==> config.mk <==
export PLATFORM = sky130hd
export DESIGN_NAME = segre_hazard_ctrl
export DESIGN_NICKNAME = d
export VERILOG_FILES = /design/src/rtl/segre_pkg.sv /design/src/rtl/segre_fwd_match.sv /design/src/rtl/segre_hazard_ctrl.sv
export SDC_FILE = /design/constraint.sdc
export NUM_CORES = 1
export LEC_CHECK = 0
export ABC_AREA = 1
export BUFFER_PORTS_ARGS = -buffer_cell sky130_fd_sc_hd__buf_2
export CORE_MARGIN = 1
export CORE_UTILIZATION = 40
export CTS_CLUSTER_SIZE = 10
export DETAILED_ROUTE_END_ITERATION = 10
export PLACE_DENSITY = 0.63
export SYNTH_ARGS = -nofsm -noshare
export SYNTH_HDL_FRONTEND = slang
export SYNTH_HIERARCHICAL = 1
export SYNTH_SLANG_ARGS = --single-unit
==> constraint.sdc <==
create_clock -name clk_i -period 2.4 [get_ports clk_i]
set_input_delay 0.48 -clock clk_i [delete_from_list [all_inputs] [get_ports clk_i]]
set_output_delay 0.48 -clock clk_i [all_outputs]
set_load 0.02 [all_outputs]
==> src/rtl/segre_pkg.sv <==
// rtl/segre_pkg.sv - shared types for the Segre hazard scheduler
package segre_pkg;

    localparam int SEGRE_REG_SIZE = 5;

    typedef enum logic [1:0] {
        FWD_NONE = 2'd0,
        FWD_EX   = 2'd1,
        FWD_MEM  = 2'd2,
        FWD_WB   = 2'd3
    } fwd_sel_e;

    typedef struct packed {
        logic                      valid;
        logic                      we;
        logic [SEGRE_REG_SIZE-1:0] waddr;
        logic                      prod_mem;
    } sb_entry_t;

    // x0 is hardwired, so it never names a real producer
    function automatic logic entry_writes(input sb_entry_t e,
                                          input logic [SEGRE_REG_SIZE-1:0] r);
        return e.valid && e.we && (e.waddr == r) && (r != '0);
    endfunction

endpackage

==> src/rtl/segre_fwd_match.sv <==
// rtl/segre_fwd_match.sv - per-operand writer match, bypass select and load-use flag
module segre_fwd_match
    import segre_pkg::*;
(
    input  logic                      i_live,
    input  logic [SEGRE_REG_SIZE-1:0] i_raddr,
    input  sb_entry_t                 i_ex,
    input  sb_entry_t                 i_mem,
    input  sb_entry_t                 i_wb,
    output fwd_sel_e                  o_sel,
    output logic                      o_load_use
);

    logic w_unused;

    // a load sitting in MEM or WB already has its data by the time this operand reaches EX
    assign w_unused = i_mem.prod_mem ^ i_wb.prod_mem;

    always_comb begin
        o_sel      = FWD_NONE;
        o_load_use = 1'b0;
        if (i_live) begin
            if (entry_writes(i_ex, i_raddr)) begin
                o_sel      = FWD_EX;
                o_load_use = i_ex.prod_mem;
            end else if (entry_writes(i_mem, i_raddr)) begin
                o_sel = FWD_MEM;
            end else if (entry_writes(i_wb, i_raddr)) begin
                o_sel = FWD_WB;
            end
        end
    end

endmodule

==> src/rtl/segre_hazard_ctrl.sv <==
// rtl/segre_hazard_ctrl.sv - ID issue/stall/flush scheduler; SEGRE_BYPASS_EN enables operand bypass
module segre_hazard_ctrl
    import segre_pkg::*;
#(
    parameter int REG_SIZE = SEGRE_REG_SIZE,
    parameter int CNT_W    = 32
) (
    input  logic                clk_i,
    input  logic                rst_i,
    input  logic                id_valid_i,
    input  logic [REG_SIZE-1:0] raddr_a_i,
    input  logic [REG_SIZE-1:0] raddr_b_i,
    input  logic                rd_raddr_a_i,
    input  logic                rd_raddr_b_i,
    input  logic [REG_SIZE-1:0] waddr_i,
    input  logic                rf_we_i,
    input  logic                prod_ex_i,
    input  logic                prod_mem_i,
    input  logic                flush_i,
    input  logic                mem_stall_i,
    output logic                stall_id_o,
    output fwd_sel_e            fwd_a_o,
    output fwd_sel_e            fwd_b_o,
    output logic [CNT_W-1:0]    stall_cnt_o
);

    sb_entry_t        r_ex, r_mem, r_wb;
    logic [CNT_W-1:0] r_stall_cnt;

    sb_entry_t w_new;
    fwd_sel_e  w_sel_a, w_sel_b;
    logic      w_lu_a, w_lu_b, w_hazard;
    logic      w_unused_prod_ex;

    assign w_unused_prod_ex = prod_ex_i;

    assign w_new = '{valid:    id_valid_i,
                     we:       rf_we_i,
                     waddr:    SEGRE_REG_SIZE'(waddr_i),
                     prod_mem: prod_mem_i};

    segre_fwd_match u_match_a (
        .i_live     (id_valid_i & rd_raddr_a_i),
        .i_raddr    (SEGRE_REG_SIZE'(raddr_a_i)),
        .i_ex       (r_ex),
        .i_mem      (r_mem),
        .i_wb       (r_wb),
        .o_sel      (w_sel_a),
        .o_load_use (w_lu_a)
    );

    segre_fwd_match u_match_b (
        .i_live     (id_valid_i & rd_raddr_b_i),
        .i_raddr    (SEGRE_REG_SIZE'(raddr_b_i)),
        .i_ex       (r_ex),
        .i_mem      (r_mem),
        .i_wb       (r_wb),
        .o_sel      (w_sel_b),
        .o_load_use (w_lu_b)
    );

`ifdef SEGRE_BYPASS_EN
    assign w_hazard = w_lu_a | w_lu_b;
    assign fwd_a_o  = w_sel_a;
    assign fwd_b_o  = w_sel_b;
`else
    // without bypass the reader must wait until the writer has left WB
    assign w_hazard = (w_sel_a != FWD_NONE) | (w_sel_b != FWD_NONE) | w_lu_a | w_lu_b;
    assign fwd_a_o  = FWD_NONE;
    assign fwd_b_o  = FWD_NONE;
`endif

    assign stall_id_o  = mem_stall_i | (~flush_i & w_hazard);
    assign stall_cnt_o = r_stall_cnt;

    always_ff @(posedge clk_i or posedge rst_i) begin
        if (rst_i) begin
            r_ex        <= '0;
            r_mem       <= '0;
            r_wb        <= '0;
            r_stall_cnt <= '0;
        end else if (!mem_stall_i) begin
            r_mem <= r_ex;
            r_wb  <= r_mem;
            if (flush_i || w_hazard) begin
                r_ex <= '0;
            end else begin
                r_ex <= w_new;
            end
            if (!flush_i && w_hazard) begin
                r_stall_cnt <= r_stall_cnt + CNT_W'(1);
            end
        end
    end

    a_prod_exclusive: assert property (@(posedge clk_i) disable iff (rst_i)
        !(prod_ex_i && prod_mem_i));

endmodule

## After elaboration in Yosys (flattened, before gate mapping)

Cells that the tools add are included.

| storage, ports and cells | value |
|---|---|
| bits in registers | 54 |

| operators by class | value |
|---|---|
| equal/unequal tests | 6 |
| reduce and logical (&&, ||, !) cells | 23 |
| $add $sub $neg | 1 |
| mux-type cells | 13 |
| bitwise logic cells | 9 |

Operators by type and width:

| cell | count |
|---|---|
| $add 32x1->32 const B | 1 |
| $eq 5x5->1 | 6 |
| $logic_and 1x1->1 | 16 |
| $mux 2 | 8 |
| $reduce_bool 5->1 | 2 |
| $mux 8 | 1 |
| $mux 1 | 4 |
| $or 1x1->1 | 4 |
| $reduce_bool 2->1 | 2 |
| $and 1x1->1 | 3 |
| $not 1->1 | 2 |
| $reduce_and 2->1 | 1 |
| $logic_not 1->1 | 1 |
| $logic_or 1x1->1 | 1 |

## Longest topological paths before layout

Gate-level depths: netlist of run 1.

| logic depth | value |
|---|---|
| depth in word-level cells | 13 |
| mapped depth | 16 |
| mapped depth without buffers | 15 |

## Modules after synthesis

The synthesis of run 1 kept the hierarchy.

By module, submodules not included:

| module | cells an instance | area an instance (um^2) | instances |
|---|---|---|---|
| segre_hazard_ctrl | 338 | 2,768.9 | 1 |
| segre_fwd_match | 100 | 422.9 | 2 |

## Worst setup path after synthesis of run 1

Ideal clock, no wire load.

| timing | value |
|---|---|
| kind | in2out |
| from | input port raddr_b_i[2] |
| to | output port stall_id_o |
| data arrival time | 1.457 ns |
| buffers on the path | 0 |
| setup slack | 0.463 ns |
| stages on the path | 10 |
| cells stage by stage | inv_1 o21ai_0 nor2_1 nand2_1 o21ai_0 nor2_1 nor2_1 nand3_1 nand2_1 nand2_1 |

| between the ends | value |
|---|---|
| longest elaborated chain between the ends | 13 |

RTL lines:

| what | line | text |
|---|---|---|
| start: declaration | segre_hazard_ctrl.sv:12 | `input logic [REG_SIZE-1:0] raddr_b_i,` |
| $eq 5x5->1 | segre_pkg.sv:23 | `return e.valid && e.we && (e.waddr == r) && (r != '0);` |
| $logic_and 1x1->1 (2 in series) | segre_pkg.sv:23 |  |
| $mux 2 | segre_fwd_match.sv:28 | `end else if (entry_writes(i_wb, i_raddr)) begin` |
| $mux 2 | segre_fwd_match.sv:26 | `end else if (entry_writes(i_mem, i_raddr)) begin` |
| $mux 2 * | segre_fwd_match.sv:23 | `if (entry_writes(i_ex, i_raddr)) begin` |
| $mux 2 * | segre_fwd_match.sv:22 | `if (i_live) begin` |
| via w_sel_b[1] | segre_hazard_ctrl.sv:31 | `fwd_sel_e w_sel_a, w_sel_b;` |
| $reduce_bool 2->1 * | segre_hazard_ctrl.sv:68 | `assign w_hazard = (w_sel_a != FWD_NONE) \| (w_sel_b != FWD_NONE) \| w_lu_a \| w_lu_b;` |
| $or 1x1->1 * (3 in series) | segre_hazard_ctrl.sv:68 |  |
| $and 1x1->1 * | segre_hazard_ctrl.sv:73 | `assign stall_id_o = mem_stall_i \| (~flush_i & w_hazard);` |
| $or 1x1->1 * | segre_hazard_ctrl.sv:73 |  |
| end: declaration | segre_hazard_ctrl.sv:21 | `output logic stall_id_o,` |

The timed path passes the listed nets; every way through them passes the cells marked *.

## Final worst setup path of run 1

| timing | value |
|---|---|
| from | register r_ex[4] (netlist bit) |
| to | output port stall_id_o |

| between the ends | value |
|---|---|
| longest elaborated chain between the ends | 11 |

RTL lines:

| what | line | text |
|---|---|---|
| start: declaration | segre_hazard_ctrl.sv:27 | `sb_entry_t r_ex, r_mem, r_wb;` |
| start signal: assignment | segre_hazard_ctrl.sv:88 | `r_ex <= w_new;` |
| $eq 5x5->1 | segre_pkg.sv:23 |  |
| $logic_and 1x1->1 (2 in series) | segre_pkg.sv:23 |  |
| $mux 2 | segre_fwd_match.sv:23 |  |
| $mux 2 | segre_fwd_match.sv:22 |  |
| via w_sel_a[1] | segre_hazard_ctrl.sv:31 |  |
| $reduce_bool 2->1 | segre_hazard_ctrl.sv:68 |  |
| $or 1x1->1 (3 in series) | segre_hazard_ctrl.sv:68 |  |
| $and 1x1->1 | segre_hazard_ctrl.sv:73 |  |
| $or 1x1->1 | segre_hazard_ctrl.sv:73 |  |

The timed path passes the listed nets, and every way through them passes these cells.

==> results of run 1 <==
## sequential cells by signal (all words and copies together) (netlist names)
| register | flops |
|---|---|
| stall_cnt_o | 32 |
| r_mem | 7 |
| r_wb | 7 |
| r_ex | 8 |
## stage by stage
step | hold slack, ns | area [sq um]
floorplan | 0.470 | 3560
global placement | 0.473 | 3940
detailed placement | 0.494 | 3940
CTS | 0.242 | 4050
global route | 0.267 | 4100
finish | 0.215 | 4100
## area by class of cell
type / instances / area (sq um) / share of cell area (%)
clock buffer: 5 / 68.8 / 1.68
multi-input combinational: 397 / 1880 / 45.8
timing repair buffer: 64 / 372 / 9.07
inverter: 71 / 267 / 6.51
sequential: 54 / 1360 / 33.2
tap: 105 / 131 / 3.21
clock inverter: 3 / 21.3 / 0.519
## per-layer routing
layer  track usage [%]  vias to the layer above  routed length, microns
met4              4.85                        0                     108
met3              2.92                       10                     400
li1                  -                     1718                       -
met2              32.3                       68                    3780
met1              24.7                     1542                    3790
met5                 0                        -                       0
## layout by cell type, fill, tap and decap left out, types with 6 or more instances in the layout
master,instances
buf_4,6
buf_2,55
nand3_1,19
o21ai_0,16
inv_2,13
nand3b_1,19
nand2_1,227
nand3_2,6
dfrtp_2,7
nor2_1,55
dfrtp_1,47
nor2_2,16
inv_1,58
xor2_1,8
nor2_4,7
## critical path, delay by kind of cell (launching register included)
kind	cells	cell delay (ns)
flops	1	0.42
buf+inv	2	0.20
simple gates	9	0.77
compound gates	1	0.14
## timing repair
item	in CTS	in global routing
pin swaps	3	14
gates resized for setup	4	16
buffers inserted	1	3
setup endpoints to repair	1	1
## power breakdown
group	switching, mW	internal, mW	total (mW)
Combinational	0.177	0.100	0.277
Clock	0.307	0.206	0.512
Sequential	0.0511	0.951	1.00
Total	0.535	1.26	1.79
## worst max path at each step
stage	endpoint	slack [ns]	cells past startpoint
finish	stall_id_o	0.07	12
floorplan	stall_id_o	0.46	10
global route	stall_id_o	-0.08	12
CTS	stall_id_o	0.003	11
detailed placement	stall_id_o	0.003	12
global placement	stall_id_o	0.09	12
==> results.cfg, run 1 <==
[outcome]
outcome = finished clean

[global_route]
overflow = 0
grt_pass1_wl_microns = 13600
grt.total_usage_pct = 18.8
grt_max_degree = 29
grt_pass1_vias = 3114
antenna_found_initial = 0

[setup_path]
cpMostUsedCell = nand2_1
reg2reg_from = r_ex[1]$_DFFE_PP0N_
crit_slowest_cell = dfrtp_2
cp.required_ns = 1.92
reg2regPathDepth = 15
crit_start = r_ex[4]$_DFFE_PP0N_
critPathArrivalTime_ns = 1.85
crit_type = flip-flop to output port
worstSetupEndpointType = output port
r2r-end = stall_cnt_o[16]$_DFFE_PP0P_
cp_max_fo = 5
worstPathCellList = inv_1, nand2_1, nand2_1, nor2_1, nand2_1, o21ai_1, nor2_1, nor2_2, nand3_2, nand2_1, nand2_1, buf_6
timing.reg2reg.setup_slack_ns = 0.30
start_kind = flip-flop
cp_slowest_stage_delay_ns = 0.42

[cells_and_area]
fin_nets = 619
area_growth_pct = 15.5
drive_gt1_share_pct = 21.9
postLayoutCoreUtil_pct = 48.9
diodes = 0
fin_cells = 699
nFillCells = 852

[job]
maxCapViolCount = 0

[clock_tree]
cts-root-buf = clkbuf_8
worstSkewPairLatency_ns = 0.31
clockBufferDepth = 2
clk_pin_slew_worst_paths_ns = 0.10
cts_hold_buffers = 0
cts_buffers = 5
cts.sinks = 54
cts_tree = yes
htree_levels = 2

[placement]
io_buffers = 56
dpl.hpwl_microns = 6180
dp_cells = 687
dp_slack_ns = 0.00299
gp_congestion = 0.843

[power]
peakVddDrop_mv = 0.272
power.density_mw_per_mm2 = 438
power_leakage_nw = 2.20
total_power_mw = 1.79

[sta]
setup_viol = 0
fin_ws_ns = 0.0681
fmax_mhz = 429
max_slew.worst_pin.slew_ns = 0.570
slew_headroom_pct = 61.9
tns_ns = 0
post-route-period-util_pct = 97.2
grt_setup_unrepaired = true
period_needed_ns = 2.33
slew_violations = 0
fin_skew_ns = 0.00638
final-hold-violation-count = 0

[yosys]
yosys_warnings = 6
synthCells = 531
synth_area_sq_mm = 0.00354
postSynthAreaPerCell_sq_um = 6.68

[floorplanning]
die_x_microns = 96.1
rows = 33
initial_core_util_pct = 42.3
coreArea_sq_mm = 0.00838
boundaryPins = 62
die_h_microns = 96.1
die-area_sq_mm = 0.00924

[route]
postRouteAntennaNets = 0
viasPerCell = 4.78
vias = 3338
drc = 0
wire_per_inst_microns = 11.6
wirelength_microns = 8080
dr.first_iter.drc_count = 165
drt_pre_antenna_iters = 5

[worst_hold_path]
hold_path_class = primary input to asynchronous set/reset pin
No activity file was read; power rests on OpenSTA's default activity.
==> run 2: changes to the inputs <==
CELL_PAD_IN_SITES_DETAIL_PLACEMENT = 0   (was unset)
CELL_PAD_IN_SITES_GLOBAL_PLACEMENT = 1   (was unset)
PLACE_DENSITY = 0.83   (was 0.63)
==> run 2 against run 1 <==
  * Clock skew up 0.0065 ns
  * Combinational power down 3%
  * Sequential share of layout area up 0.13 points
  * Worst setup slack better by 0.058 ns
  * Register-to-register slack better by 0.03 ns
  * Largest cell class unchanged
  * Largest power group unchanged
==> results.cfg, run 2 (same netlist as run 1, synthesis figures left out) <==
[worst_hold_path]
hold_path_class = primary input to asynchronous set/reset pin

[route]
wirelength_microns = 8090
postRouteAntennaNets = 0
viasPerCell = 4.64
drt_pre_antenna_iters = 4
vias = 3236
drc = 0
wire_per_inst_microns = 11.6
dr.first_iter.drc_count = 179

[clock_tree]
cts_tree = yes
htree_levels = 2
clockBufferDepth = 2
cts_hold_buffers = 0
worstSkewPairLatency_ns = 0.31
cts-root-buf = clkbuf_8
cts.sinks = 54
cts_buffers = 5
clk_pin_slew_worst_paths_ns = 0.11

[sta]
final-hold-violation-count = 0
slew_violations = 0
fmax_mhz = 440
grt_setup_unrepaired = true
max_slew.worst_pin.slew_ns = 0.673
timing.hold.ws_ns = 0.339
slew_headroom_pct = 55.1
setup_viol = 0
post-route-period-util_pct = 94.7
period_needed_ns = 2.27
fin_skew_ns = 0.0129

[power]
power_leakage_nw = 2.19
peakVddDrop_mv = 0.234
power.density_mw_per_mm2 = 438

[setup_path]
cp_slowest_stage_delay_ns = 0.48
worstPathCellList = nand2_2, nand3_2, nor2_1, nand3_1, nand3_1, nand2_1, nor2_2, nand3_2, nand2_1, nand2_1, buf_6
cp_top_family = simple AND/OR/NAND/NOR gates
crit_type = flip-flop to output port
start_kind = flip-flop
crit_buf_inv = 1
cp_max_fo = 6
worstSetupEndpointType = output port
critPathArrivalTime_ns = 1.79
cpMostUsedCell = nand2_1
cp.required_ns = 1.92
crit_slowest_cell = dfrtp_2

[floorplanning]
boundaryPins = 62
die_x_microns = 96.1
initial_core_util_pct = 42.3
die_h_microns = 96.1
coreArea_sq_mm = 0.00838
die-area_sq_mm = 0.00924
rows = 33

[cells_and_area]
layout_commonest_cell = nand2_1
drive_gt1_share_pct = 22.0
final_cell_mix = nand2_1, inv_1, buf_2, nor2_1, dfrtp_1
fin_cells = 697
diodes = 0
area_growth_pct = 15.1
fin_nets = 617
largest_reg_flops = 32

[job]
maxCapViolCount = 0

[placement]
io_buffers = 56
gp_congestion = 0.747
dpl.hpwl_microns = 6230
dp_cells = 688

[outcome]
outcome = finished clean

[global_route]
overflow = 0
grt_pass1_wl_microns = 13300
grt_pass1_vias = 2962
grt_max_degree = 55
grt.total_usage_pct = 18.7
antenna_found_initial = 0
-- run 2: power breakdown --
group | internal, mW | switching (mW) | total [mW] | leakage, nW
Clock | 0.206 | 0.307 | 0.513 | 0.0441
Combinational | 0.0940 | 0.176 | 0.270 | 1.42
Sequential | 0.951 | 0.0520 | 1.00 | 0.725
Total | 1.25 | 0.535 | 1.79 | 2.19
-- run 2: repair_timing --
action,in CTS,in global routing
setup endpoints to repair,1,1
pin swaps,1,9
resized for setup,3,20
buffers inserted,1,0
-- run 2: metrics by stage --
step | setup slack (ns) | total power [mW] | area (sq um) | TNS [ns] | util, %
after floorplan | 0.463 | 1.20 | 3560 | 0 | -
after global placement | 0.0696 | 1.28 | 3940 | 0 | 47.0
after detailed placement | 0.0423 | 1.28 | 3940 | 0 | 47.0
after CTS | 0.0497 | 1.80 | 4040 | 0 | 48.2
after global routing | -0.0265 | 1.89 | 4080 | -0.0265 | 48.7
final | 0.126 | 1.79 | 4080 | 0 | 48.7
-- run 2: cell type report --
type,instances,area [sq um]
inverter,71,267
fill,890,4300
timing repair buffer,62,344
sequential,54,1360
tap,105,131
clock inverter,3,21.3
multi-input combinational,397,1890
clock buffer,5,68.8
-- run 2: tightest hold or removal path, delay by kind of cell --
kind     cells  cell delay [ns]
buf+inv      3             0.67
-- run 2: worst paths after layout --
path | endpoint | start | slack, ns | cells past startpoint
setup / recovery | stall_id_o | r_mem[2]$_DFFE_PP0N_ | 0.13 | 11
hold / removal | stall_cnt_o[5]$_DFFE_PP0P_ | rst_i | 0.34 | 3
setup reg to reg | stall_cnt_o[24]$_DFFE_PP0P_ | r_ex[1]$_DFFE_PP0N_ | 0.33 | 15
hold reg to reg | stall_cnt_o[31]$_DFFE_PP0P_ | stall_cnt_o[31]$_DFFE_PP0P_ | 0.50 | 2
max in group asynchronous | r_mem[3]$_DFFE_PP0N_ | rst_i | 1.57 | 3
min in group clk_i | r_ex[1]$_DFFE_PP0N_ | waddr_i[0] | 0.42 | 3
-- run 2: per-layer routing --
| metal | wire [microns] | share of wire (%) | up-vias | global-route usage (%) |
|---|---|---|---|---|
| met5 | 0 | 0 | - | 0 |
| met4 | 92 | 1.1 | 0 | 4.60 |
| met3 | 305 | 3.8 | 9 | 2.84 |
| met2 | 3800 | 47 | 57 | 32.0 |
| met1 | 3890 | 48 | 1454 | 24.8 |
| li1 | - | - | 1716 | - |
==> run 3: changes to the inputs <==
CORE_ASPECT_RATIO = 0.8   (was unset)
HOLD_SLACK_MARGIN = 0.05   (was unset)
==> run 3 against run 2 <==
  * The flow now finishes with violations (setup timing)
  * Total power increased by 7.7%
  * Combinational power decreased by 2%
  * Clock-buffer cell count unchanged
  * Critical endpoint unchanged
  * Highest routed layer unchanged
==> results.cfg, run 3 (same netlist as run 1, synthesis figures left out) <==
[cells_and_area]
layout_commonest_cell = nand2_1
area_growth_pct = 15.9
diodes = 0
largest_reg_flops = 32
drive_gt1_share_pct = 21.0
final_cell_mix = nand2_1, inv_1, nor2_1, buf_2, dfrtp_1
fin_nets = 619

[clock_tree]
clockBufferDepth = 2
cts_buffers = 5
worstSkewPairLatency_ns = 0.31
cts.sinks = 54
cts_hold_buffers = 0
cts_tree = yes
cts-root-buf = clkbuf_8
clk_pin_slew_worst_paths_ns = 0.10
htree_levels = 2

[global_route]
grt_pass1_wl_microns = 14300
overflow = 0
grt.total_usage_pct = 19.8
grt_pass1_vias = 2996
grt_max_degree = 27
antenna_found_initial = 0

[sta]
fmax_mhz = 416
slew_headroom_pct = 61.4
grt_setup_unrepaired = true
post-route-period-util_pct = 100
final-hold-violation-count = 0
setup_viol = 1
period_needed_ns = 2.40
max_slew.worst_pin.slew_ns = 0.579
tns_ns = -0.00360
fin_skew_ns = 0.00711
slew_violations = 0
fin_ws_ns = -0.00360
timing.hold.ws_ns = 0.211

[route]
viasPerCell = 4.66
wire_per_inst_microns = 12.1
drt_pre_antenna_iters = 4
vias = 3287
drc = 0
wirelength_microns = 8530
dr.first_iter.drc_count = 186
postRouteAntennaNets = 0

[floorplanning]
coreArea_sq_mm = 0.00852
boundaryPins = 62
rows = 30
die_x_microns = 107
die-area_sq_mm = 0.00924
die_h_microns = 86.2
initial_core_util_pct = 41.6

[placement]
dpl.hpwl_microns = 6620
gp_congestion = 0.856
io_buffers = 56

[power]
peakVddDrop_mv = 0.240
power.density_mw_per_mm2 = 468
power_leakage_nw = 2.21

[worst_hold_path]
hold_path_class = primary input to asynchronous set/reset pin

[outcome]
outcome = finished, violations left
failed_checks = setup timing

[setup_path]
crit_type = flip-flop to output port
start_kind = flip-flop
cp.required_ns = 1.92
worstSetupEndpointType = output port
critPathArrivalTime_ns = 1.92
cp_max_fo = 5
timing.reg2reg.setup_slack_ns = 0.36

[job]
maxCapViolCount = 0
run 3: critical path, stage by stage, from the launching register on:
cell     delay (ns)
dfrtp_1        0.45
inv_1          0.06
nand2_1        0.05
o21ai_0        0.07
nor2_1         0.10
nand2_1        0.08
o21ai_0        0.15
nor2_1         0.07
nor2_1         0.14
nand3_2        0.15
nand2_1        0.10
nand2_1        0.06
buf_6          0.13
run 3: area by class of cell:
type	instances	area, sq um
Multi-Input combinational cell	397	1870
Fill cell	858	4410
Inverter	71	267
Timing Repair Buffer	64	359
Clock inverter	3	48.8
Tap cell	112	140
Sequential cell	54	1360
Clock buffer	5	68.8
run 3: power by group:
group	switching [mW]	total, mW	internal (mW)	leakage (nW)
clock	0.334	0.653	0.318	0.0563
combinational	0.172	0.265	0.0934	1.43
sequential	0.0553	1.01	0.951	0.727
run 3: worst paths after layout:
path                                                to  depth (start not counted)                        start
setup / recovery                            stall_id_o                         12          r_ex[5]$_DFFE_PP0N_
hold reg to reg            stall_cnt_o[31]$_DFFE_PP0P_                          2  stall_cnt_o[31]$_DFFE_PP0P_
max in group asynchronous   stall_cnt_o[1]$_DFFE_PP0P_                          3                        rst_i
min in group clk_i                 r_ex[6]$_DFFE_PP0N_                          3                      rf_we_i
hold / removal                     r_wb[6]$_DFFE_PP0N_                          2                        rst_i
setup reg to reg           stall_cnt_o[22]$_DFFE_PP0P_                         15          r_wb[4]$_DFFE_PP0N_
run 3: per-layer routing:
layer	vias up	wire, microns	global-route usage, %
li1	1724	-	-
met1	1490	4530	30.0
met2	66	3410	29.2
met3	7	523	4.21
met4	0	66	3.86
met5	-	0	0
run 3: timing repair:
action                     in CTS  in global routing
pin swaps                       0                  5
gates cloned                    0                  0
resized for setup               7                  6
setup endpoints to repair       1                  1
buffers inserted                0                  1
run 3: through the flow:
step	power (mW)	utilization (%)	cells	instance area, sq um	setup WS, ns
floorplan	1.20	-	534	3560	0.463
global placement	1.28	46.5	697	3960	0.0133
detailed placement	1.29	46.5	697	3960	-0.0166
CTS	1.94	48.0	705	4090	0.0101
global route	2.02	48.2	706	4110	-0.140
finish	1.92	48.2	706	4110	-0.00360
